## config.mk

```make
export PLATFORM = sky130hd
export DESIGN_NAME = bram_access_ctrl_flat
export DESIGN_NICKNAME = d
export VERILOG_FILES = /design/src/rtl/bram_access_ctrl_if.sv /design/src/rtl/bram_access_ctrl.sv /design/src/flat_wrapper.sv
export SDC_FILE = /design/constraint.sdc
export NUM_CORES = 1
export LEC_CHECK = 0
export BUFFER_PORTS_ARGS = -buffer_cell sky130_fd_sc_hd__buf_4
export CAP_MARGIN = 0
export CORE_UTILIZATION = 43
export CTS_CLUSTER_DIAMETER = 40
export DETAILED_ROUTE_END_ITERATION = 7
export PLACE_DENSITY = 0.67
export SETUP_SLACK_MARGIN = 0.4
export SYNTH_ARGS = -nofsm -noshare
export SYNTH_HDL_FRONTEND = slang
export SYNTH_SLANG_ARGS = --single-unit
```

## constraint.sdc

```tcl
create_clock -name clk -period 6.07 [get_ports clk]
set_input_delay 1.214 -clock clk [delete_from_list [all_inputs] [get_ports clk]]
set_output_delay 1.214 -clock clk [all_outputs]
set_load 0.005 [all_outputs]
```

## src/rtl/bram_access_ctrl_if.sv

```systemverilog
// CPU-side request/response and RAM-side port bundle for bram_access_ctrl.
// The master is the CPU plus the RAM model, and the slave is the access controller.
interface bram_access_ctrl_if #(
  parameter int ADDRESS_BITWIDTH = 16,
  parameter int DATA_BITWIDTH    = 32
);
  logic                          enable;
  logic [1:0]                    write_type;
  logic [2:0]                    read_type;
  logic [ADDRESS_BITWIDTH-1:0]   address;
  logic [DATA_BITWIDTH-1:0]      data_in;
  logic [DATA_BITWIDTH-1:0]      data_out;
  logic                          done;
  logic                          busy;
  logic                          error;
  logic [ADDRESS_BITWIDTH-3:0]   ram_address;
  logic [DATA_BITWIDTH/8-1:0]    ram_write_enable;
  logic [DATA_BITWIDTH-1:0]      ram_data_in;
  logic [DATA_BITWIDTH-1:0]      ram_data_out;

  modport master (
    output enable, write_type, read_type, address, data_in, ram_data_out,
    input  data_out, done, busy, error, ram_address, ram_write_enable, ram_data_in
  );

  modport slave (
    input  enable, write_type, read_type, address, data_in, ram_data_out,
    output data_out, done, busy, error, ram_address, ram_write_enable, ram_data_in
  );
endinterface

```

## src/rtl/bram_access_ctrl.sv

```systemverilog
// Byte/half/word load-store front end for a byte-enabled block RAM; word-crossing accesses split into two RAM cycles.
// Optional macro BRAM_ACCESS_MISALIGNED_TRAP_EN turns crossing accesses into an error pulse instead of a split.
module bram_access_ctrl #(
  parameter int ADDRESS_BITWIDTH = 16,
  parameter int DATA_BITWIDTH    = 32
) (
  input logic              clk,
  input logic              rst,
  bram_access_ctrl_if.slave bus
);

  typedef enum logic [1:0] {IDLE, FIRST, SECOND, DONE} state_e;

  state_e                        state_q, state_d;
  logic                          isWrite_q;
  logic                          isSigned_q;
  logic [1:0]                    sizeCode_q;
  logic [1:0]                    offset_q;
  logic [ADDRESS_BITWIDTH-3:0]   word_q;
  logic [DATA_BITWIDTH-1:0]      wdata_q;
  logic [DATA_BITWIDTH-1:0]      firstWord_q;
  logic [DATA_BITWIDTH-1:0]      dataOut_q;

  logic                          accept_w;
  logic [2:0]                    sizeBytes_w;
  logic [3:0]                    sizeMask_w;
  logic                          cross_w;
  logic                          trap_w;
  logic [7:0]                    laneMask_w;
  logic [2*DATA_BITWIDTH-1:0]    wdataShift_w;
  logic [2*DATA_BITWIDTH-1:0]    rawSource_w;
  logic [DATA_BITWIDTH-1:0]      loadRaw_w;
  logic [DATA_BITWIDTH-1:0]      loadExt_w;
  logic                          loadFinish_w;

  // Entering DONE counts as not busy, so a request can follow straight on from it.
  assign accept_w = bus.enable && (state_q == IDLE || state_q == DONE) &&
                    (bus.write_type != 2'b00 || bus.read_type != 3'b000);

  always_comb begin
    sizeBytes_w = 3'd1;
    sizeMask_w  = 4'b0001;
    case (sizeCode_q)
      2'b10: begin sizeBytes_w = 3'd2; sizeMask_w = 4'b0011; end
      2'b11: begin sizeBytes_w = 3'd4; sizeMask_w = 4'b1111; end
      default: begin sizeBytes_w = 3'd1; sizeMask_w = 4'b0001; end
    endcase
  end

  assign cross_w      = ({2'b00, offset_q} + {1'b0, sizeBytes_w}) > 4'd4;
  assign laneMask_w   = {4'b0000, sizeMask_w} << offset_q;
  assign wdataShift_w = {{DATA_BITWIDTH{1'b0}}, wdata_q} << {offset_q, 3'b000};

`ifdef BRAM_ACCESS_MISALIGNED_TRAP_EN
  assign trap_w = cross_w;
`else
  assign trap_w = 1'b0;
`endif

  // In SECOND the live RAM word supplies the bytes above those captured in FIRST.
  assign rawSource_w = (state_q == SECOND) ? {bus.ram_data_out, firstWord_q}
                                           : {{DATA_BITWIDTH{1'b0}}, bus.ram_data_out};
  assign loadRaw_w   = DATA_BITWIDTH'(rawSource_w >> {offset_q, 3'b000});

  always_comb begin
    loadExt_w = loadRaw_w;
    case (sizeCode_q)
      2'b10: loadExt_w = isSigned_q ? {{(DATA_BITWIDTH-16){loadRaw_w[15]}}, loadRaw_w[15:0]}
                                    : {{(DATA_BITWIDTH-16){1'b0}}, loadRaw_w[15:0]};
      2'b11: loadExt_w = loadRaw_w;
      default: loadExt_w = isSigned_q ? {{(DATA_BITWIDTH-8){loadRaw_w[7]}}, loadRaw_w[7:0]}
                                      : {{(DATA_BITWIDTH-8){1'b0}}, loadRaw_w[7:0]};
    endcase
  end

  assign loadFinish_w = !isWrite_q &&
                        ((state_q == FIRST && !cross_w) || state_q == SECOND);

  always_ff @(posedge clk) begin
    if (rst) begin
      state_q     <= IDLE;
      isWrite_q   <= 1'b0;
      isSigned_q  <= 1'b0;
      sizeCode_q  <= 2'b00;
      offset_q    <= 2'b00;
      word_q      <= '0;
      wdata_q     <= '0;
      firstWord_q <= '0;
      dataOut_q   <= '0;
    end else begin
      state_q <= state_d;
      if (accept_w) begin
        offset_q <= bus.address[1:0];
        word_q   <= bus.address[ADDRESS_BITWIDTH-1:2];
        wdata_q  <= bus.data_in;
        if (bus.write_type != 2'b00) begin
          isWrite_q  <= 1'b1;
          isSigned_q <= 1'b0;
          sizeCode_q <= bus.write_type;
        end else begin
          isWrite_q  <= 1'b0;
          isSigned_q <= bus.read_type[2];
          sizeCode_q <= bus.read_type[1:0];
        end
      end
      if (state_q == FIRST) firstWord_q <= bus.ram_data_out;
      if (loadFinish_w) dataOut_q <= loadExt_w;
    end
  end

  always_comb begin
    state_d = state_q;
    case (state_q)
      IDLE:    if (accept_w) state_d = FIRST;
      FIRST:   state_d = (cross_w && !trap_w) ? SECOND : DONE;
      SECOND:  state_d = DONE;
      DONE:    state_d = accept_w ? FIRST : IDLE;
      default: state_d = IDLE;
    endcase
  end

  // Write enables are gated by rst so a reset in FIRST/SECOND never lands a write.
  always_comb begin
    bus.ram_address      = '0;
    bus.ram_write_enable = '0;
    bus.ram_data_in      = '0;
    case (state_q)
      FIRST: begin
        bus.ram_address = word_q;
        bus.ram_data_in = wdataShift_w[DATA_BITWIDTH-1:0];
        if (isWrite_q && !trap_w) bus.ram_write_enable = laneMask_w[3:0];
      end
      SECOND: begin
        bus.ram_address = word_q + 1'b1;
        bus.ram_data_in = wdataShift_w[2*DATA_BITWIDTH-1:DATA_BITWIDTH];
        if (isWrite_q) bus.ram_write_enable = laneMask_w[7:4];
      end
      default: ;
    endcase
    if (rst) bus.ram_write_enable = '0;
  end

  assign bus.done     = (state_q == DONE);
  assign bus.busy     = (state_q == FIRST) || (state_q == SECOND);
  assign bus.error    = (state_q == DONE) && trap_w;
  assign bus.data_out = dataOut_q;

endmodule

```

## src/flat_wrapper.sv

```systemverilog
// flat-port wrapper written by rule: the top's interface ports become plain ports
module bram_access_ctrl_flat 
#(
  parameter int ADDRESS_BITWIDTH = 16,
  parameter int DATA_BITWIDTH    = 32
)
  (clk, rst, bus_enable, bus_write_type, bus_read_type, bus_address, bus_data_in, bus_ram_data_out, bus_data_out, bus_done, bus_busy, bus_error, bus_ram_address, bus_ram_write_enable, bus_ram_data_in);
  bram_access_ctrl_if #(.ADDRESS_BITWIDTH(ADDRESS_BITWIDTH), .DATA_BITWIDTH(DATA_BITWIDTH)) bus_i ();
  input logic clk;
  input logic rst;
  input wire logic [$bits(bus_i.enable)-1:0] bus_enable;
  input wire logic [$bits(bus_i.write_type)-1:0] bus_write_type;
  input wire logic [$bits(bus_i.read_type)-1:0] bus_read_type;
  input wire logic [$bits(bus_i.address)-1:0] bus_address;
  input wire logic [$bits(bus_i.data_in)-1:0] bus_data_in;
  input wire logic [$bits(bus_i.ram_data_out)-1:0] bus_ram_data_out;
  output wire logic [$bits(bus_i.data_out)-1:0] bus_data_out;
  output wire logic [$bits(bus_i.done)-1:0] bus_done;
  output wire logic [$bits(bus_i.busy)-1:0] bus_busy;
  output wire logic [$bits(bus_i.error)-1:0] bus_error;
  output wire logic [$bits(bus_i.ram_address)-1:0] bus_ram_address;
  output wire logic [$bits(bus_i.ram_write_enable)-1:0] bus_ram_write_enable;
  output wire logic [$bits(bus_i.ram_data_in)-1:0] bus_ram_data_in;
  assign bus_i.enable = bus_enable;
  assign bus_i.write_type = bus_write_type;
  assign bus_i.read_type = bus_read_type;
  assign bus_i.address = bus_address;
  assign bus_i.data_in = bus_data_in;
  assign bus_i.ram_data_out = bus_ram_data_out;
  assign bus_data_out = bus_i.data_out;
  assign bus_done = bus_i.done;
  assign bus_busy = bus_i.busy;
  assign bus_error = bus_i.error;
  assign bus_ram_address = bus_i.ram_address;
  assign bus_ram_write_enable = bus_i.ram_write_enable;
  assign bus_ram_data_in = bus_i.ram_data_in;
  bram_access_ctrl #(.ADDRESS_BITWIDTH(ADDRESS_BITWIDTH), .DATA_BITWIDTH(DATA_BITWIDTH)) u_core (.clk(clk), .rst(rst), .bus(bus_i));
endmodule
```

# Word level (Yosys, flattened, before mapping)
# Cells that the tools add are included.
[op_classes]
addsub = 2
order_cmp = 1
n_eq_ne = 6
shift = 3
mux = 19
reduce_logical = 13
[ops]
columns = ["operator", "count"]
rows = [
  ["one-hot mux 32 bit (2 select lines)", 2],
  ["two-way mux 32 bit", 2],
  ["two-way mux 64 bit", 1],
  ["<< shifter 32 x 5 -> 64 bit", 1],
  ["right shift 64 x 5 -> 32 bit", 1],
  ["one-hot mux 14 bit (2 select lines)", 1],
  ["one-hot mux 4 bit (2 select lines)", 2],
  ["adder 14 x 1 -> 14 bit (second input constant)", 1],
  ["two-way mux 4 bit", 3],
  ["equality test 2 bit (second input constant)", 4],
  ["one-hot mux 2 bit (4 select lines)", 1],
  ["<< shifter 4 x 2 -> 8 bit", 1],
  ["one-hot mux 3 bit (2 select lines)", 1],
  ["adder 2 x 3 -> 4 bit", 1],
  ["greater-than comparator 4 x 3 -> 1 bit (second input constant)", 1],
  ["logical AND 1 bit", 4],
  ["logical OR 1 bit", 4],
  ["two-way mux 1 bit", 4],
  ["two-way mux 2 bit", 2],
  ["nonzero test 3 bit", 1],
  ["equality test 2 x 1 -> 1 bit (second input constant)", 1],
  ["logical NOT 1 bit", 2],
  ["logical NOT 2 bit", 1],
  ["inequality test 2 x 1 -> 1 bit (second input constant)", 1],
  ["nonzero test 2 bit", 1],
]
[totals]
reg_bits = 118
output_inout_bits = 85
elab_cells = 53

# Depth between registers and ports, before layout
[logic_depth]
depth_word = 8
ltp_mapped = 11
mapped_depth_nobuf = 8

# Least setup slack after synthesis
# No wires, ideal clock.
[synth_path]
kind = "register to output"
startpoint = "register u_core.state_q[0]"
endpoint = "output bus_ram_data_in[3]"
t_arrival_ns = 1.900
t_required_ns = 4.856
path_slack_ns = 2.956
path_stages_with_launch = 10
cell_sequence = "dfxtp_1 inv_1 ha_1 buf_6 buf_2 buf_2 buf_1 nand2_1 o22ai_1 and2_1"
[synth_via]
elab_chain_cells = 2
word_cells_on_any_way = 3
[synth_lines]
columns = ["item", "line", "text"]
rows = [
  ["start: declaration", "bram_access_ctrl.sv:14", "state_e state_q, state_d;"],
  ["start signal: assignment", "bram_access_ctrl.sv:91", "state_q <= state_d;"],
  ["equality test 2 bit / equality test 2 x 1 -> 1 bit (equally long branches)", "bram_access_ctrl.sv:127", "case (state_q)"],
  ["one-hot mux 32 bit (2 select lines) (*)", "bram_access_ctrl.sv:127", ""],
  ["end: declaration", "flat_wrapper.sv:23", "output wire logic [$bits(bus_i.ram_data_in)-1:0] bus_ram_data_in;"],
]
# Every way passes the cells marked *; elsewhere a longest branch is shown, timed or not.

# Worst setup path after layout
[layout_path]
startpoint = "register u_core.state_q[0]"
endpoint = "output bus_ram_address[13]"
[layout_via]
elab_chain_cells = 2
word_cells_on_any_way = 3
[layout_lines]
columns = ["item", "line", "text"]
rows = [
  ["equality test 2 bit / equality test 2 x 1 -> 1 bit (equally long branches)", "bram_access_ctrl.sv:127", ""],
  ["one-hot mux 14 bit (2 select lines) (*)", "bram_access_ctrl.sv:127", ""],
  ["end: declaration", "flat_wrapper.sv:21", "output wire logic [$bits(bus_i.ram_address)-1:0] bus_ram_address;"],
]
# Marks and branches as above.

==> results.rst <==
.. list-table::
   :header-rows: 1

   * - Metric
     - Value
   * - Total grt overflow
     - 0
   * - Type of element launching the critical path
     - flip-flop
   * - Highest-count cells in the layout ignoring fill and taps
     - sky130_fd_sc_hd__buf_4, sky130_fd_sc_hd__nand2_1, sky130_fd_sc_hd__dfxtp_1
   * - Peak supply drop
     - 0.0002476 V
   * - Kind of path behind the tightest hold check
     - flip-flop to flip-flop
   * - Setup CP Type
     - flip-flop to output pin
   * - Largest driver fanout on the critical path
     - 52
   * - Maximum clock rate
     - ~250 MHz
   * - Met1 routing resource usage after global routing
     - 35.73%
   * - Status
     - finished clean
   * - Minimum clock period after layout
     - a little under 4000 ps
   * - Leakage
     - 3.796 nW
   * - Row count
     - 46
   * - Longest Clk Path Bufs
     - 2
   * - RSZ-0062 raised after global routing
     - no
   * - Yosys cell types
     - 55
   * - Count of final max-slew check failures
     - 0
   * - Number of global-route vias before repair
     - 6,205
   * - Via total after detailed routing
     - ~6,700
   * - Area of all placed cells without fillers
     - roughly 0.0089 mm2
   * - Worst Hold Launch
     - u_core.bus.data_out[7]
   * - Number of synthesized flops with an enable pin
     - 0
   * - Last weighted congestion value of the routability-driven placer
     - 0.8559
   * - DP Worst Slack
     - ~2500 ps
   * - Insertion delay to the later sink of the worst-skew pair
     - roughly 420 ps
   * - Post-CTS clock slew at the launch and capture registers of the worst setup and hold paths
     - ~60 ps
   * - Area enclosed by the die boundary
     - between 0.015 and 0.02 mm2
   * - Required time at the endpoint of the critical path
     - between 4000 and 5000 ps
   * - CTS HTree Levels
     - 4
   * - Fraction of layout instances using a drive strength above 1
     - about a quarter
   * - Detailed placer's ending HPWL
     - ~14,000 um
   * - DRC violation count after routing
     - 0
   * - Arr. time, crit path
     - approximately 2700 ps
   * - Count of TritonRoute iterations in the first routing pass
     - 7
   * - Nature of the critical path endpoint
     - output pin
   * - Met3 GRT Util
     - 5.367%
   * - First-pass GRT wire length
     - 32,620 um
   * - Logic depth of the worst register-to-register path
     - 8
   * - Worst Slack Setup Final
     - 2113 ps
   * - Worst-case register-to-register setup slack
     - about 2500 ps
   * - Count of antenna-violating nets left after detailed routing
     - 0
   * - Main synth FF type
     - sky130_fd_sc_hd__dfxtp_1
   * - Cell at the slowest stage of the critical path
     - sky130_fd_sc_hd__buf_4
   * - Clock tree from TritonCTS
     - built
   * - Core ar.
     - between 0.015 and 0.02 mm2
   * - Total clock buffers created by CTS
     - 17
   * - Largest net degree at the start of global routing
     - slightly above 60
   * - Cell-by-cell trace of the critical path
     - inv_1 -> ha_2 -> buf_4 -> nand2_1 -> a31o_2 -> a31oi_1 -> buf_4
   * - Port Buf Inserts
     - around 170
   * - Warnings, synthesis
     - 0
   * - Hold_buf cts
     - 0
   * - R2R Path End
     - u_core.bus.data_out[8]
   * - Total negative slack for setup checks
     - 0 ps
   * - Sequential-to-total area share from yosys stat
     - approximately 34%
   * - Avg Inst Size Synth
     - 7.952 um2
   * - Worst min-delay path endpoint
     - u_core.bus.data_out[7]
   * - Horizontal die dimension
     - between 100 and 150 um
   * - Root Buffer Master
     - sky130_fd_sc_hd__clkbuf_16
   * - Detailed router's first-iteration violation count
     - a little under 500
   * - Detailed Route WL
     - 20,580 um
   * - Number of failing setup endpoints in the final timing report
     - 0
   * - Setup skew after layout
     - between 10 and 15 ps
   * - Boundary Pins
     - about 170
   * - Initial antenna violation count
     - 0
   * - Share of the cycle needed by the critical path after routing
     - between 60 and 70%
   * - Most Crowded Layer GR
     - met2
   * - Measured slew at the worst slew-check pin
     - approximately 950 ps
   * - Number of gates resized after cts
     - 0
   * - Relative max-transition margin
     - approximately 37%
   * - Placement Cell Area
     - between 0.008 and 0.009 mm2
   * - Startpoint of the worst-slack reg-to-reg timing path
     - u_core.sizeCode_q[1]
   * - Sinks on Clock Net
     - around 120
   * - Total global-route track usage
     - approximately a quarter
   * - Maximum Capacitance Violations
     - 0
   * - Synth Register Bits
     - roughly 120
   * - Summed instance area of the synthesized netlist
     - roughly 0.0070 mm2
   * - Nets@finish
     - around 1,100
   * - Number of diodes
     - 0
   * - Number of setup buffers added after CTS
     - 0
   * - Area added between synthesis and finish
     - 28.71%
   * - Most common library cell in the layout ignoring fill and taps
     - sky130_fd_sc_hd__buf_4
   * - Starting utilization of the core area
     - about 44%
   * - Post-synthesis cell count
     - between 800 and 900
   * - Final Hold Viols
     - 0
   * - Crit-path max cell delay
     - roughly 550 ps
   * - Worst hold stages
     - 2
   * - Met2 layer usage reported by global route
     - around 37%
   * - Top cell by count, worst path
     - sky130_fd_sc_hd__buf_4
   * - Average wire per cell in the routed design
     - approximately 17 um
   * - PD cells
     - approximately 440 mW/mm2
   * - Vertical die dimension
     - 129.1 um
   * - Nets in the synthesized netlist
     - a little under 1,000
   * - Via density
     - 5.436
   * - Share of flip-flops with an asynchronous set or reset
     - 0%
per-layer routing:
metal	vias up	wire (um)	share of wire [%]
met4	0	396	1.9
met1	3147	10090	49
li1	3327	-	-
met3	27	1105	5.4
met2	201	8987	44
met5	-	0	0
cells by family (layout without fill, tap and decap cells):
kind of cell | count (synthesis) | after routing | share of synthesized area [%]
AOI/OAI and AO/OA | 172 | 172 | 15.36
xor gates and xnor gates | 3 | 3 | 0.3781
other | 1 | 1 | 0.05395
and+or+nand+nor | 351 | 351 | 22.34
DFF | 118 | 118 | 33.99
adders and majority gates | 10 | 10 | 1.908
buffers and inverters | 78 | 221 | 4.717
muxes | 141 | 141 | 21.26
sequential cells by signal, summed over array words and instances, names as in the netlist:
signal and count:
u_core.bus.data_out 32, u_core.firstWord_q 32, u_core.isSigned_q 1, u_core.isWrite_q 1, u_core.offset_q 2, u_core.sizeCode_q 2
u_core.state_q 2, u_core.wdata_q 32, u_core.word_q 14
cell type report:
| cell class | count | area (um2) |
|---|---|---|
| tap | 216 | 270.3 |
| clock inverter | 10 | 143.9 |
| inverter | 7 | 26.28 |
| clock buffer | 22 | 494.2 |
| fill | 1502 | 6882 |
| timing repair buffer | 182 | 1366 |
| sequential | 118 | 2364 |
| multi-input combinational | 678 | 4282 |
through the flow:
| stage | utilization [%] | hold WS, ps | total power, mW | std cells |
|---|---|---|---|---|
| 4_1_cts | 56.52 | 459.0 | 3.917 | 1233 |
| 6_report | 56.52 | 459.9 | 3.912 | 1233 |
| 2_1_floorplan | - | 435.7 | 2.275 | 874 |
| 3_5_place_dp | 52.49 | 451.5 | 2.833 | 1201 |
| 3_3_place_gp | 52.49 | 447.2 | 2.808 | 1201 |
| 5_1_grt | 56.52 | 472.1 | 4.171 | 1233 |
worst max-delay path: cells and delay by family, from the launching register on:
family	cells	cell delay, ps
AO/OA/AOI/OAI	2	510
adder cells (fa/ha/maj)	1	200
AND/OR/NAND/NOR	1	450
flip-flops	1	330
buffers and inverters	3	820
where the power goes:
part	leakage (nW)	internal [mW]	switching, mW	total, mW
clock	0.305	0.701	0.374	1.07
combinational	2.52	0.718	0.907	1.62
sequential	0.969	1.01	0.200	1.21
worst max-delay path by stage:
stage / from / endpoint / slack [ps] / cells past startpoint
after floorplan: u_core.state_q[0] / bus_ram_data_in[3] / 2960 / 9
after global placement: rst / bus_ram_write_enable[2] / 2520 / 5
after detailed placement: rst / bus_ram_write_enable[2] / 2520 / 5
after CTS: u_core.state_q[0] / bus_ram_address[13] / 2130 / 7
after global routing: u_core.state_q[0] / bus_ram_address[6] / 1900 / 6
final: u_core.state_q[0] / bus_ram_address[13] / 2110 / 7
cells in the mapped netlist (4+ instances only):
cell | number | area [um2]
sky130_fd_sc_hd__a211oi_1 | 12 | 90.09
sky130_fd_sc_hd__a21oi_1 | 59 | 295.3
sky130_fd_sc_hd__a22o_1 | 5 | 43.79
sky130_fd_sc_hd__a22oi_1 | 20 | 150.1
sky130_fd_sc_hd__a31oi_1 | 4 | 25.02
sky130_fd_sc_hd__and2_1 | 20 | 125.1
sky130_fd_sc_hd__and3_1 | 9 | 56.30
sky130_fd_sc_hd__buf_1 | 6 | 22.52
sky130_fd_sc_hd__buf_2 | 13 | 65.06
sky130_fd_sc_hd__clkbuf_1 | 49 | 183.9
sky130_fd_sc_hd__dfxtp_1 | 118 | 2362
sky130_fd_sc_hd__ha_1 | 9 | 112.6
sky130_fd_sc_hd__inv_1 | 5 | 18.77
sky130_fd_sc_hd__mux2_2 | 31 | 349.1
sky130_fd_sc_hd__mux2i_1 | 106 | 1061
sky130_fd_sc_hd__nand2_1 | 151 | 566.8
sky130_fd_sc_hd__nand2b_1 | 4 | 25.02
sky130_fd_sc_hd__nand3_1 | 8 | 40.04
sky130_fd_sc_hd__nand4_1 | 4 | 25.02
sky130_fd_sc_hd__nor2_1 | 85 | 319.1
sky130_fd_sc_hd__nor2b_1 | 21 | 131.4
sky130_fd_sc_hd__nor3_1 | 41 | 205.2
sky130_fd_sc_hd__o21ai_0 | 30 | 150.1
sky130_fd_sc_hd__o22ai_1 | 25 | 156.4
No activity file was read; power rests on OpenSTA's default activity.
